$ cat config.mk
export PLATFORM = sky130hd
export DESIGN_NAME = i2c_target_regs
export DESIGN_NICKNAME = d
export VERILOG_FILES = /design/src/rtl/i2c_target_regs_pkg.sv /design/src/rtl/i2c_target_regs_filter.sv /design/src/rtl/i2c_target_regs.sv
export SDC_FILE = /design/constraint.sdc
export NUM_CORES = 1
export LEC_CHECK = 0
export CAP_MARGIN = 20
export CORE_MARGIN = 10
export CORE_UTILIZATION = 55
export DETAILED_ROUTE_END_ITERATION = 10
export PLACE_DENSITY = 0.82
export SYNTH_ARGS = -nofsm -noshare
export SYNTH_HDL_FRONTEND = slang
export SYNTH_SLANG_ARGS = --single-unit
export TNS_END_PERCENT = 20
$ cat constraint.sdc
create_clock -name clk -period 4.9 [get_ports clk]
set_clock_uncertainty 0.1 [all_clocks]
set_input_delay 0.735 -clock clk [delete_from_list [all_inputs] [get_ports clk]]
set_output_delay 0.735 -clock clk [all_outputs]
set_load 0.01 [all_outputs]
$ cat src/rtl/i2c_target_regs_pkg.sv
// Shared definitions for the I2C target register window: FSM state encoding,
// default bus address and the address-match helper.
package i2c_target_regs_pkg;

  localparam logic [6:0] DEFAULT_TARGET_ADDR = 7'h42;

  typedef enum logic [3:0] {
    ST_IDLE     = 4'd0,
    ST_ADDR     = 4'd1,
    ST_ADDR_ACK = 4'd2,
    ST_PTR      = 4'd3,
    ST_WDATA    = 4'd4,
    ST_WACK     = 4'd5,
    ST_RDATA    = 4'd6,
    ST_RACK     = 4'd7,
    ST_IGNORE   = 4'd8
  } i2c_state_e;

  // Address byte is {addr[6:0], r/w}; only the upper seven bits select us.
  function automatic logic addr_match(input logic [7:0] addr_byte, input logic [6:0] target);
    return addr_byte[7:1] == target;
  endfunction

endpackage

$ cat src/rtl/i2c_target_regs_filter.sv
// Input conditioning for one open-drain bus line: a two-flop synchroniser
// followed by a stability counter, so a level is only accepted once it has
// been seen for FILTER_LEN consecutive clocks. Idle bus level is high.
module i2c_input_filter #(
  parameter int FILTER_LEN = 3
) (
  input  logic clk,
  input  logic reset,
  input  logic din,
  output logic dout
);

  localparam int CW = (FILTER_LEN < 2) ? 1 : $clog2(FILTER_LEN + 1);

  logic          meta_q, meta_d;
  logic          sync_q, sync_d;
  logic          level_q, level_d;
  logic [CW-1:0] cnt_q, cnt_d;

  // Count consecutive cycles the synchronised input disagrees with the accepted level.
  always_comb begin
    meta_d  = din;
    sync_d  = meta_q;
    level_d = level_q;
    cnt_d   = '0;
    if (sync_q != level_q) begin
      if (cnt_q == CW'(FILTER_LEN - 1)) begin
        level_d = sync_q;
      end else begin
        cnt_d = cnt_q + 1'b1;
      end
    end
  end

  // Synchroniser, accepted level and stability counter registers.
  always_ff @(posedge clk or negedge reset) begin
    if (!reset) begin
      meta_q  <= 1'b1;
      sync_q  <= 1'b1;
      level_q <= 1'b1;
      cnt_q   <= '0;
    end else begin
      meta_q  <= meta_d;
      sync_q  <= sync_d;
      level_q <= level_d;
      cnt_q   <= cnt_d;
    end
  end

  assign dout = level_q;

endmodule

$ cat src/rtl/i2c_target_regs.sv
// I2C target exposing a byte-wide register window with an auto-incrementing
// pointer. 7-bit addressing, no clock stretching. Write transfers set the
// pointer with the first byte and then write data; read transfers stream
// bytes from the pointer until the master NACKs.
module i2c_target_regs
  import i2c_target_regs_pkg::*;
#(
  parameter logic [6:0] TARGET_ADDR = DEFAULT_TARGET_ADDR,
  parameter int         PTR_BITS    = 3,
  parameter int         FILTER_LEN  = 3
) (
  input  logic                clk,
  input  logic                reset,
  input  logic                scl_in,
  input  logic                sda_in,
  output logic                sda_oe,
  output logic [PTR_BITS-1:0] reg_addr,
  output logic [7:0]          reg_wdata,
  output logic                reg_we,
  input  logic [7:0]          reg_rdata,
  output logic                reg_rd,
  output logic                busy
);

  logic scl_f, sda_f;

  i2c_input_filter #(.FILTER_LEN(FILTER_LEN)) u_scl_filter (
    .clk   (clk),
    .reset (reset),
    .din   (scl_in),
    .dout  (scl_f)
  );

  i2c_input_filter #(.FILTER_LEN(FILTER_LEN)) u_sda_filter (
    .clk   (clk),
    .reset (reset),
    .din   (sda_in),
    .dout  (sda_f)
  );

  i2c_state_e          state_q, state_d;
  logic [7:0]          sr_q, sr_d;
  logic [3:0]          cnt_q, cnt_d;
  logic [PTR_BITS-1:0] ptr_q, ptr_d;
  logic                sda_oe_q, sda_oe_d;
  logic                busy_q, busy_d;
  logic                reg_we_q, reg_we_d;
  logic [7:0]          reg_wdata_q, reg_wdata_d;
  logic                reg_rd_q, reg_rd_d;
  logic                scl_dly_q, scl_dly_d;
  logic                sda_dly_q, sda_dly_d;

  logic scl_rise, scl_fall, sda_rise, sda_fall, start_c, stop_c;

  // Edge events on the filtered lines; SDA moving while SCL was high is a bus
  // condition and takes priority over a coincident SCL edge.
  always_comb begin
    scl_rise = scl_f & ~scl_dly_q;
    scl_fall = ~scl_f & scl_dly_q;
    sda_rise = sda_f & ~sda_dly_q;
    sda_fall = ~sda_f & sda_dly_q;
    start_c  = sda_fall & scl_dly_q;
    stop_c   = sda_rise & scl_dly_q;
  end

  // Protocol FSM: shift register, bit counter, pointer and SDA drive.
  always_comb begin
    state_d     = state_q;
    sr_d        = sr_q;
    cnt_d       = cnt_q;
    ptr_d       = ptr_q;
    sda_oe_d    = sda_oe_q;
    busy_d      = busy_q;
    reg_we_d    = 1'b0;
    reg_wdata_d = reg_wdata_q;
    reg_rd_d    = 1'b0;
    scl_dly_d   = scl_f;
    sda_dly_d   = sda_f;

    // The pointer advances the cycle after a write strobe, so the host sees
    // the write at the old address.
    if (reg_we_q) begin
      ptr_d = ptr_q + 1'b1;
    end

    if (stop_c) begin
      state_d  = ST_IDLE;
      sda_oe_d = 1'b0;
      busy_d   = 1'b0;
      cnt_d    = '0;
    end else if (start_c) begin
      state_d  = ST_ADDR;
      sda_oe_d = 1'b0;
      cnt_d    = '0;
    end else begin
      unique case (state_q)
        ST_ADDR: begin
          if (scl_rise) begin
            sr_d  = {sr_q[6:0], sda_f};
            cnt_d = cnt_q + 4'd1;
          end else if (scl_fall && cnt_q == 4'd8) begin
            if (addr_match(sr_q, TARGET_ADDR)) begin
              sda_oe_d = 1'b1;
              busy_d   = 1'b1;
              state_d  = ST_ADDR_ACK;
            end else begin
              busy_d  = 1'b0;
              state_d = ST_IGNORE;
            end
          end
        end
        ST_ADDR_ACK: begin
          if (scl_fall) begin
            if (!sr_q[0]) begin
              sda_oe_d = 1'b0;
              cnt_d    = '0;
              state_d  = ST_PTR;
            end else begin
              // First read byte comes from the current pointer.
              sr_d     = reg_rdata;
              sda_oe_d = ~reg_rdata[7];
              reg_rd_d = 1'b1;
              cnt_d    = 4'd1;
              state_d  = ST_RDATA;
            end
          end
        end
        ST_PTR: begin
          if (scl_rise) begin
            sr_d  = {sr_q[6:0], sda_f};
            cnt_d = cnt_q + 4'd1;
          end else if (scl_fall && cnt_q == 4'd8) begin
            ptr_d    = sr_q[PTR_BITS-1:0];
            sda_oe_d = 1'b1;
            state_d  = ST_WACK;
          end
        end
        ST_WDATA: begin
          if (scl_rise) begin
            sr_d  = {sr_q[6:0], sda_f};
            cnt_d = cnt_q + 4'd1;
            if (cnt_q == 4'd7) begin
              reg_we_d    = 1'b1;
              reg_wdata_d = {sr_q[6:0], sda_f};
            end
          end else if (scl_fall && cnt_q == 4'd8) begin
            sda_oe_d = 1'b1;
            state_d  = ST_WACK;
          end
        end
        ST_WACK: begin
          if (scl_fall) begin
            sda_oe_d = 1'b0;
            cnt_d    = '0;
            state_d  = ST_WDATA;
          end
        end
        ST_RDATA: begin
          if (scl_fall) begin
            if (cnt_q == 4'd8) begin
              sda_oe_d = 1'b0;
              cnt_d    = '0;
              state_d  = ST_RACK;
            end else begin
              sr_d     = {sr_q[6:0], 1'b0};
              sda_oe_d = ~sr_q[6];
              cnt_d    = cnt_q + 4'd1;
            end
          end
        end
        ST_RACK: begin
          // cnt_q marks that the master has ACKed and the next byte is due.
          if (scl_rise) begin
            if (!sda_f) begin
              ptr_d = ptr_q + 1'b1;
              cnt_d = 4'd1;
            end else begin
              busy_d  = 1'b0;
              state_d = ST_IGNORE;
            end
          end else if (scl_fall && cnt_q == 4'd1) begin
            sr_d     = reg_rdata;
            sda_oe_d = ~reg_rdata[7];
            reg_rd_d = 1'b1;
            cnt_d    = 4'd1;
            state_d  = ST_RDATA;
          end
        end
        default: begin
        end
      endcase
    end
  end

  // State and datapath registers; the reset releases SDA asynchronously.
  always_ff @(posedge clk or negedge reset) begin
    if (!reset) begin
      state_q     <= ST_IDLE;
      sr_q        <= '0;
      cnt_q       <= '0;
      ptr_q       <= '0;
      sda_oe_q    <= 1'b0;
      busy_q      <= 1'b0;
      reg_we_q    <= 1'b0;
      reg_wdata_q <= '0;
      reg_rd_q    <= 1'b0;
      scl_dly_q   <= 1'b1;
      sda_dly_q   <= 1'b1;
    end else begin
      state_q     <= state_d;
      sr_q        <= sr_d;
      cnt_q       <= cnt_d;
      ptr_q       <= ptr_d;
      sda_oe_q    <= sda_oe_d;
      busy_q      <= busy_d;
      reg_we_q    <= reg_we_d;
      reg_wdata_q <= reg_wdata_d;
      reg_rd_q    <= reg_rd_d;
      scl_dly_q   <= scl_dly_d;
      sda_dly_q   <= sda_dly_d;
    end
  end

  assign sda_oe    = sda_oe_q;
  assign reg_addr  = ptr_q;
  assign reg_wdata = reg_wdata_q;
  assign reg_we    = reg_we_q;
  assign reg_rd    = reg_rd_q;
  assign busy      = busy_q;

endmodule

# After elaboration in Yosys (flattened, before gate mapping)

Index checks and enable logic that the tools add are counted.

Flip-flop bits (word level): 43
Word-level logic and storage cells: 180

Multiplexer cells: 83
Reductions and logical operators: 17
Eq/ne operators: 42
Add/sub/neg operators: 4
Bitwise operators: 14

Operators by type and width:

| kind                 | number |
|---|---|
| $mux W4              | 24 |
| $mux W8              | 7 |
| $ne A4 B4 Y1 const B | 9 |
| $mux W1              | 33 |
| $pmux W8 S4          | 1 |
| $mux W3              | 8 |
| $pmux W4 S6          | 1 |
| $reduce_and A11 Y1   | 2 |
| $eq A4 B3 Y1 const B | 5 |
| $pmux W4 S5          | 1 |
| $ne A2 B2 Y1 const B | 6 |
| $ne A5 B5 Y1 const B | 2 |
| $reduce_and A10 Y1   | 1 |
| $ne A3 B3 Y1 const B | 3 |
| $reduce_and A9 Y1    | 1 |
| $eq A4 B1 Y1 const B | 2 |
| $eq A4 B2 Y1 const B | 2 |
| $mux W2              | 4 |
| $ne A4 B1 Y1 const B | 2 |
| $not A1 Y1           | 8 |
| $reduce_bool A8 Y1   | 1 |
| $eq A7 B7 Y1 const B | 1 |
| $reduce_and A7 Y1    | 1 |
| $reduce_bool A7 Y1   | 1 |
| 22 further kinds     | 34 |

# Depth between registers and ports, before layout

Gate-level depths: netlist (run 1).

Depth in word-level cells: 8
Gate-level depth with buffers: 8
Mapped depth without buffers: 7

# Cells and area by module

From an unflattened synthesis (run 1), not the netlist that was laid out.

Cell total of the unflattened synthesis: 255
Area, all modules: 2612.5 um^2

Modules (own cells, without submodules):

| module           | area each (um^2) | cells an instance | instances | seq. area each (um^2) |
|---|---|---|---|---|
| i2c_target_regs  | 2254.7           | 235               | 1         | 828.3 |
| i2c_input_filter | 178.9            | 10                | 2         | 128.9 |

# Worst setup path after synthesis (run 1)

OpenSTA, ideal clock, no wires.

Kind: reg2reg
Start: register u_scl_filter.level_q (netlist: u_scl_filter.dout)
End: register sr_q[1]
Data arrival time: 1.867 ns
Buffers on the path: 2
Stages on the path, launching flop included: 8
Period minus slack after synthesis: 2.092 ns
Data required time: 4.675 ns
Setup slack: 2.808 ns
Path through: dfstp_2 -> buf_6 -> nor2b_1 -> a21oi_1 -> o221ai_1 -> and3_1 -> buf_6 -> mux2_4

Cells in the longest elaborated chain, start to end: 5
Elaborated cells between the ends (all ways): 10
Those cells by class: eq/ne (5); bitwise (3); reduce/logical (2)

Ends and longest elaborated chain:

| item                           | line                         | text |
|---|---|---|
| start, declared                | i2c_target_regs_filter.sv:17 | `logic level_q, level_d;` |
| start signal, assigned         | i2c_target_regs_filter.sv:45 | `level_q <= level_d;` |
| $not A1 Y1                     | i2c_target_regs.sv:59        | `scl_fall = ~scl_f & scl_dly_q;` |
| $and A1 B1 Y1                  | i2c_target_regs.sv:59        |  |
| $logic_and A1 B1 Y1            | i2c_target_regs.sv:181       | `end else if (scl_fall && cnt_q == 4'd1) begin` |
| $ne A2 B2 Y1 (no line)         | n/a                          |  |
| $reduce_and A10 Y1 (no line) * | n/a                          |  |
| end signal, assigned           | i2c_target_regs.sv:211       | `sr_q <= sr_d;` |
| end, declared                  | i2c_target_regs.sv:42        | `logic [7:0] sr_q, sr_d;` |

Every way passes the cells marked *; elsewhere a longest branch is shown, timed or not.
A chain may end at the register's enable or synchronous reset.

# Final worst setup path (run 1)

Start: register state_q[3]
End: register sr_q[6]

Cells in the longest elaborated chain, start to end: 4
Elaborated cells between the ends (all ways): 17
Those cells by class: eq/ne (13); mux (1); reduce/logical (3)

Ends and longest elaborated chain:

| item                                                         | line                   | text |
|---|---|---|
| start, declared                                              | i2c_target_regs.sv:41  | `i2c_state_e state_q, state_d;` |
| start signal, assigned                                       | i2c_target_regs.sv:210 | `state_q <= state_d;` |
| $eq A4 B3 Y1 (tied with other cells)                         | i2c_target_regs.sv:96  | `unique case (state_q)` |
| $reduce_or A3 Y1 (no line)                                   | n/a                    |  |
| $ne A2 B1 Y1 (no line) or $reduce_bool A4 Y1 (tied branches) | n/a                    |  |
| $reduce_and A10 Y1 (no line)                                 | n/a                    |  |

Several ways; a longest one is shown, not always the timed one.

==> flow_summary.toml, run 1 <==
[clock_network]
cts-resized-gates = 0
holdBufCountCts = 0
postCtsSetupRepairBufs = 0
cts_tree = "built"
cts_buffer_depth = 2
cts_root_buf = "clkbuf_8"
htreeDepth = 2
cts_buffers = 5
clkSinkCount = 43
clk_transition_reported_paths_ns = 0.09
clk_latency_ns = 0.30

[critical_path]
worstSetupStartpointType = "flip-flop"
crit_path_end_kind = "flip-flop"
arrival_ns = 2.86
r2r_start = "state_q[3]$_DFFE_PN0P_"
crit_fanout = 27
reg2reg_to = "sr_q[6]$_DFFE_PN0P_"
crit_type = "flip-flop to flip-flop"
rr_worst_depth = 5
r2r_slack_ns = 2.13
cp-startpoint = "state_q[3]$_DFFE_PN0P_"
critPathCapture = "sr_q[6]$_DFFE_PN0P_"
required_ns = 4.99

[timing]
setup_viol = 0
fin_crit_sh = 0.566
fin_ws_ns = 2.13
tns_ns = 0
finalMaxSlewViolations = 0
fin_crit_ns = 2.77
rsz0062_at_grt = "no"
hold_viol_final = 0
max_freq_mhz = 361
tightest_slew_ns = 0.954
slew_headroom = 0.364

[cells_and_area]
insertedDiodeCount = 0
nNetsFinal = 310
drive_gt1_frac = 0.183
syn_to_final_growth_pct = 13.2

[synthesis]
synth_area_leaders = "dfrtp_1, dfstp_2, mux2_2, mux2i_1, mux2_4"
async_flop_share = 1.00
yosysMostFrequentCell = "dfrtp_1"
ys_ff_latch = 43
netlist.area_leader.share = 0.310
ys_seq_area_frac = 0.385
yosysUniqueCellTypes = 64
ys_warn_count = 0
netlist.top_cell.by_area = "dfrtp_1"
syn_nets = 295
syn-cell-area_um2 = 2820
synthFlopType = "dfrtp_1"
syn-instance-count = 279
syn-mean-instance-area_um2 = 10.1
synth_enable_flop_cells = 0
synth_common_cells = "dfrtp_1, nor2_1, nand2_1, mux2_2, mux2i_1"

[die]
die_w_um = 91.6
boundaryPins = 27
start_util = 0.560
row_count = 26
core_um2 = 5040
die_h_um = 91.6
die_area_um2 = 8400

[global_routing]
first_global_vias = 2305
grt.busiest_layer = "met2"
use_met1 = 0.213
met2_usage = 0.256
grt_max_degree = 44
track_usage = 0.160
antenna_found_initial = 0
gr-total-overflow = 0
grt_pass1_wl_um = 11300
use_met3 = 0.0399

[flow_run]
maxCapViolCount = 0

[route]
drc = 0
drtIter0Drc = 235
vias = 2280
vias_per_cell = 6.25
wl_per_cell_um = 18.3
drt-total-wl_um = 6670
firstDrtPassIters = 6
ant_nets = 0

[power]
power_per_cell_area_nw_per_um2 = 466
peakVddDrop_mv = 0.249
p_leak_nw = 1.32

[placement]
io_buffers = 26
pre_cts_slack_ns = 2.20
gp_congestion = 0.944
post-dp-hpwl_um = 4790

[hold_path]
hp-class = "flip-flop to flip-flop"

[run_status]
status = "complete, no violations"
per-stage QoR:
stage | instance area, µm² | util | cells | total power [W] | hold slack, ns
after global placement | 3050 | 0.606 | 357 | 0.00113 | 0.251
after detailed placement | 3050 | 0.606 | 357 | 0.00115 | 0.247
after CTS | 3190 | 0.633 | 365 | 0.00149 | 0.262
final | 3190 | 0.633 | 365 | 0.00149 | 0.261
after global routing | 3190 | 0.633 | 365 | 0.00158 | 0.270
after floorplan | 2820 | - | 279 | 0.00103 | 0.245
placed cells by master (no fill, tap or decap), types with 5 or more instances in the layout:
cell type | synthesis | final
mux2_2 | 14 | 14
nand2_1 | 19 | 19
mux2i_1 | 11 | 11
a31oi_1 | 5 | 5
nand2b_1 | 8 | 8
dfstp_2 | 8 | 8
nor3_1 | 8 | 8
dfrtp_1 | 35 | 35
inv_1 | 10 | 10
a21oi_1 | 8 | 8
nor2b_1 | 5 | 5
clkdlybuf4s50_1 | 0 | 25
mux2_4 | 7 | 7
clkbuf_8 | 0 | 5
o21ai_0 | 5 | 5
nor2_1 | 21 | 21
a21o_1 | 5 | 5
power by group:
part           switching, W  internal, W
sequential         0.000164     0.000438
clock              0.000128     0.000207
combinational      0.000301     0.000251
worst max-delay path: stages (launching register included):
cell	delay (ns)
dfrtp_1	0.98
nand4b_2	0.39
a21oi_2	0.08
nor4_4	0.26
and3_1	0.51
mux2_4	0.34
cell type report:
class                      instances  area, µm²
multi-input combinational        207       1580
timing repair buffer              27        263
clock inverter                     3       71.3
inverter                          10       37.5
sequential                        43       1090
tap                               70       87.6
fill                             417       1850
clock buffer                       5       68.8
registers in the layout (all words and copies together) (netlist names):
register	flops
sr_q	8
u_sda_filter.dout	1
u_scl_filter.cnt_q	2
u_sda_filter.meta_q	1
busy	1
scl_dly_q	1
u_scl_filter.dout	1
state_q	4
u_scl_filter.meta_q	1
u_sda_filter.sync_q	1
reg_addr	3
u_scl_filter.sync_q	1
u_sda_filter.cnt_q	2
reg_rd	1
sda_dly_q	1
cnt_q	4
reg_we	1
reg_wdata	8
sda_oe	1
metal layers:
metal | routed length [µm] | vias to the layer above
li1 | - | 1064
met1 | 3000 | 1109
met2 | 3140 | 97
met3 | 450 | 10
met4 | 84 | 0
met5 | 0 | -
cells by family (layout without fill, tap and decap cells):
logic type      count (synthesis)  count (layout)  synth area share
simple gates                  100             100             0.219
compound gates                 64              64             0.170
flops                          43              43             0.385
mux                            32              32             0.132
buf+inv                        29              45            0.0554
xor+xnor                        7               7            0.0217
fa+ha+maj                       4               4            0.0177
how the worst min path moves through the flow:
stage / startpoint / to / slack (ns) / cells after the start
after CTS: u_scl_filter.meta_q$_DFF_PN1_ / u_scl_filter.sync_q$_DFF_PN1_ / 0.26 / 0
after floorplan: u_scl_filter.meta_q$_DFF_PN1_ / u_scl_filter.sync_q$_DFF_PN1_ / 0.25 / 0
after detailed placement: u_scl_filter.meta_q$_DFF_PN1_ / u_scl_filter.sync_q$_DFF_PN1_ / 0.25 / 0
after global placement: u_sda_filter.meta_q$_DFF_PN1_ / u_sda_filter.sync_q$_DFF_PN1_ / 0.25 / 0
final: u_sda_filter.meta_q$_DFF_PN1_ / u_sda_filter.sync_q$_DFF_PN1_ / 0.26 / 0
after global routing: u_scl_filter.meta_q$_DFF_PN1_ / u_scl_filter.sync_q$_DFF_PN1_ / 0.27 / 0
(Power assumes the default switching activity.)
==> run 2, diff against run 1 <==
==> constraint.sdc (replaced) <==
create_clock -name clk -period 2.6 [get_ports clk]
set_clock_uncertainty 0.1 [all_clocks]
set_input_delay 0.39 -clock clk [delete_from_list [all_inputs] [get_ports clk]]
set_output_delay 0.39 -clock clk [all_outputs]
set_load 0.01 [all_outputs]
==> flow_summary.toml, run 2 (synthesis gave the netlist of run 1 again) <==
[run_status]
status = "complete, no violations"

[route]
drc = 0
ant_nets = 0
drt-total-wl_um = 7230
highest-signal-layer = "met4"
vias = 2341
drtIter0Drc = 198
firstDrtPassIters = 4
dr_wl_met3_um = 405
vias_per_cell = 6.14
wl_per_cell_um = 19.0
dr_wl_met2_um = 3590
met1_length_um = 3100

[global_routing]
antenna_found_initial = 0
first_global_vias = 2418
track_usage = 0.171
gr-total-overflow = 0
grt_pass1_wl_um = 11900
grt_max_degree = 44

[critical_path]
critical_path.slowest_cell = "dfstp_2"
arrival_ns = 2.50
cp.buffers_inverters = 0
crit_type = "flip-flop to flip-flop"
reg2reg_to = "sr_q[7]$_DFFE_PN0P_"
crit_path_end_kind = "flip-flop"
worstSetupStartpointType = "flip-flop"
crit_family = "simple AND/OR/NAND/NOR gates"
path_cells = "xor2_1 > and2_1 > nor4_4 > and3_1 > mux2_4"
rr_worst_depth = 5
required_ns = 2.69
max_stage_delay_ns = 0.69
r2r_start = "u_sda_filter.dout$_DFFE_PN1P_"
r2r_slack_ns = 0.19
crit_fanout = 12

[cells_and_area]
multiInputGateArea_um2 = 1580
nNetsFinal = 326
syn_to_final_growth_pct = 16.8
fillers = 423
final_cell_mix = "dfrtp_1, clkdlybuf4s50_1, nor2_1"
insertedDiodeCount = 0
drive_gt1_frac = 0.225
seqCellArea_um2 = 1090
fin_util = 0.654
final_common_cell = "dfrtp_1"

[power]
power_per_cell_area_nw_per_um2 = 868
p_leak_nw = 1.39
peakVddDrop_mv = 0.482

[clock_network]
cts_root_buf = "clkbuf_8"
clk_latency_ns = 0.30
cts_buffers = 5
holdBufCountCts = 0
clkSinkCount = 43
cts_buffer_depth = 2
postCtsSetupRepairBufs = 0
htreeDepth = 2
clk_transition_reported_paths_ns = 0.09
cts-resized-gates = 0
cts_tree = "built"

[timing]
tns_ns = 0
setup_viol = 0
fin_crit_sh = 0.926
finalMaxSlewViolations = 0
tightest_slew_ns = 0.940
max_freq_mhz = 415
slew_headroom = 0.373
fin_crit_ns = 2.41
hold_viol_final = 0
rsz0062_at_grt = "no"

[die]
die_area_um2 = 8400
core_um2 = 5040
row_count = 26
die_w_um = 91.6
boundaryPins = 27
die_h_um = 91.6
start_util = 0.560

[placement]
gp_congestion = 0.973
io_buffers = 26
post-dp-hpwl_um = 5350

[hold_path]
hp-class = "primary input to async pin"

[flow_run]
maxCapViolCount = 0
[run 2: final cells by class]
class,count,share of cell area
Timing Repair Buffer,43,0.116
Multi-Input combinational cell,207,0.480
Sequential cell,43,0.330
Clock inverter,2,0.0118
Clock buffer,6,0.0251
Tap cell,70,0.0266
Inverter,10,0.0114
[run 2: worst max path at each step]
| stage | cells after the start | endpoint | from | slack [ns] |
|---|---|---|---|---|
| after floorplan | 7 | sr_q[1]$_DFFE_PN0P_ | u_scl_filter.dout$_DFFE_PN1P_ | 0.51 |
| after global placement | 5 | sr_q[2]$_DFFE_PN0P_ | scl_dly_q$_DFF_PN1_ | 0.30 |
| after detailed placement | 5 | sr_q[7]$_DFFE_PN0P_ | scl_dly_q$_DFF_PN1_ | 0.21 |
| after CTS | 5 | sr_q[7]$_DFFE_PN0P_ | u_sda_filter.dout$_DFFE_PN1P_ | 0.20 |
| after global routing | 5 | sr_q[1]$_DFFE_PN0P_ | scl_dly_q$_DFF_PN1_ | 0.06 |
| final | 5 | sr_q[7]$_DFFE_PN0P_ | u_sda_filter.dout$_DFFE_PN1P_ | 0.19 |
[run 2: metal layers]
layer,vias to the layer above,track usage
met5,-,0
met4,0,0.0457
met3,13,0.0375
met2,63,0.296
met1,1174,0.210
li1,1091,-
[run 2: where the power goes]
| group | switching (W) | internal [W] |
|---|---|---|
| sequential | 0.000230 | 0.000827 |
| combinational | 0.000683 | 0.000565 |
| clock | 0.000240 | 0.000316 |
[run 2: per-stage QoR]
step | setup slack (ns) | hold slack (ns) | cell area (µm²) | total power (W) | std cells
floorplan | 0.508 | -0.00559 | 2820 | 0.00194 | 279
global placement | 0.295 | 0.250 | 3170 | 0.00225 | 373
detailed placement | 0.210 | 0.248 | 3170 | 0.00229 | 373
CTS | 0.202 | 0.168 | 3300 | 0.00285 | 381
global route | 0.0629 | 0.191 | 3300 | 0.00302 | 381
finish | 0.192 | 0.128 | 3300 | 0.00286 | 381
==> run 3, diff against run 2 <==
--- a/config.mk
+++ b/config.mk
@@ -8,6 +8,7 @@
 export CAP_MARGIN = 20
 export CORE_MARGIN = 10
 export CORE_UTILIZATION = 55
+export CTS_BUF_LIST = sky130_fd_sc_hd__clkbuf_4 sky130_fd_sc_hd__clkbuf_8
 export DETAILED_ROUTE_END_ITERATION = 10
 export PLACE_DENSITY = 0.82
 export SYNTH_ARGS = -nofsm -noshare
==> results of run 3 <==
No change in the layout: final DEF, timing and power equal those of run 2.
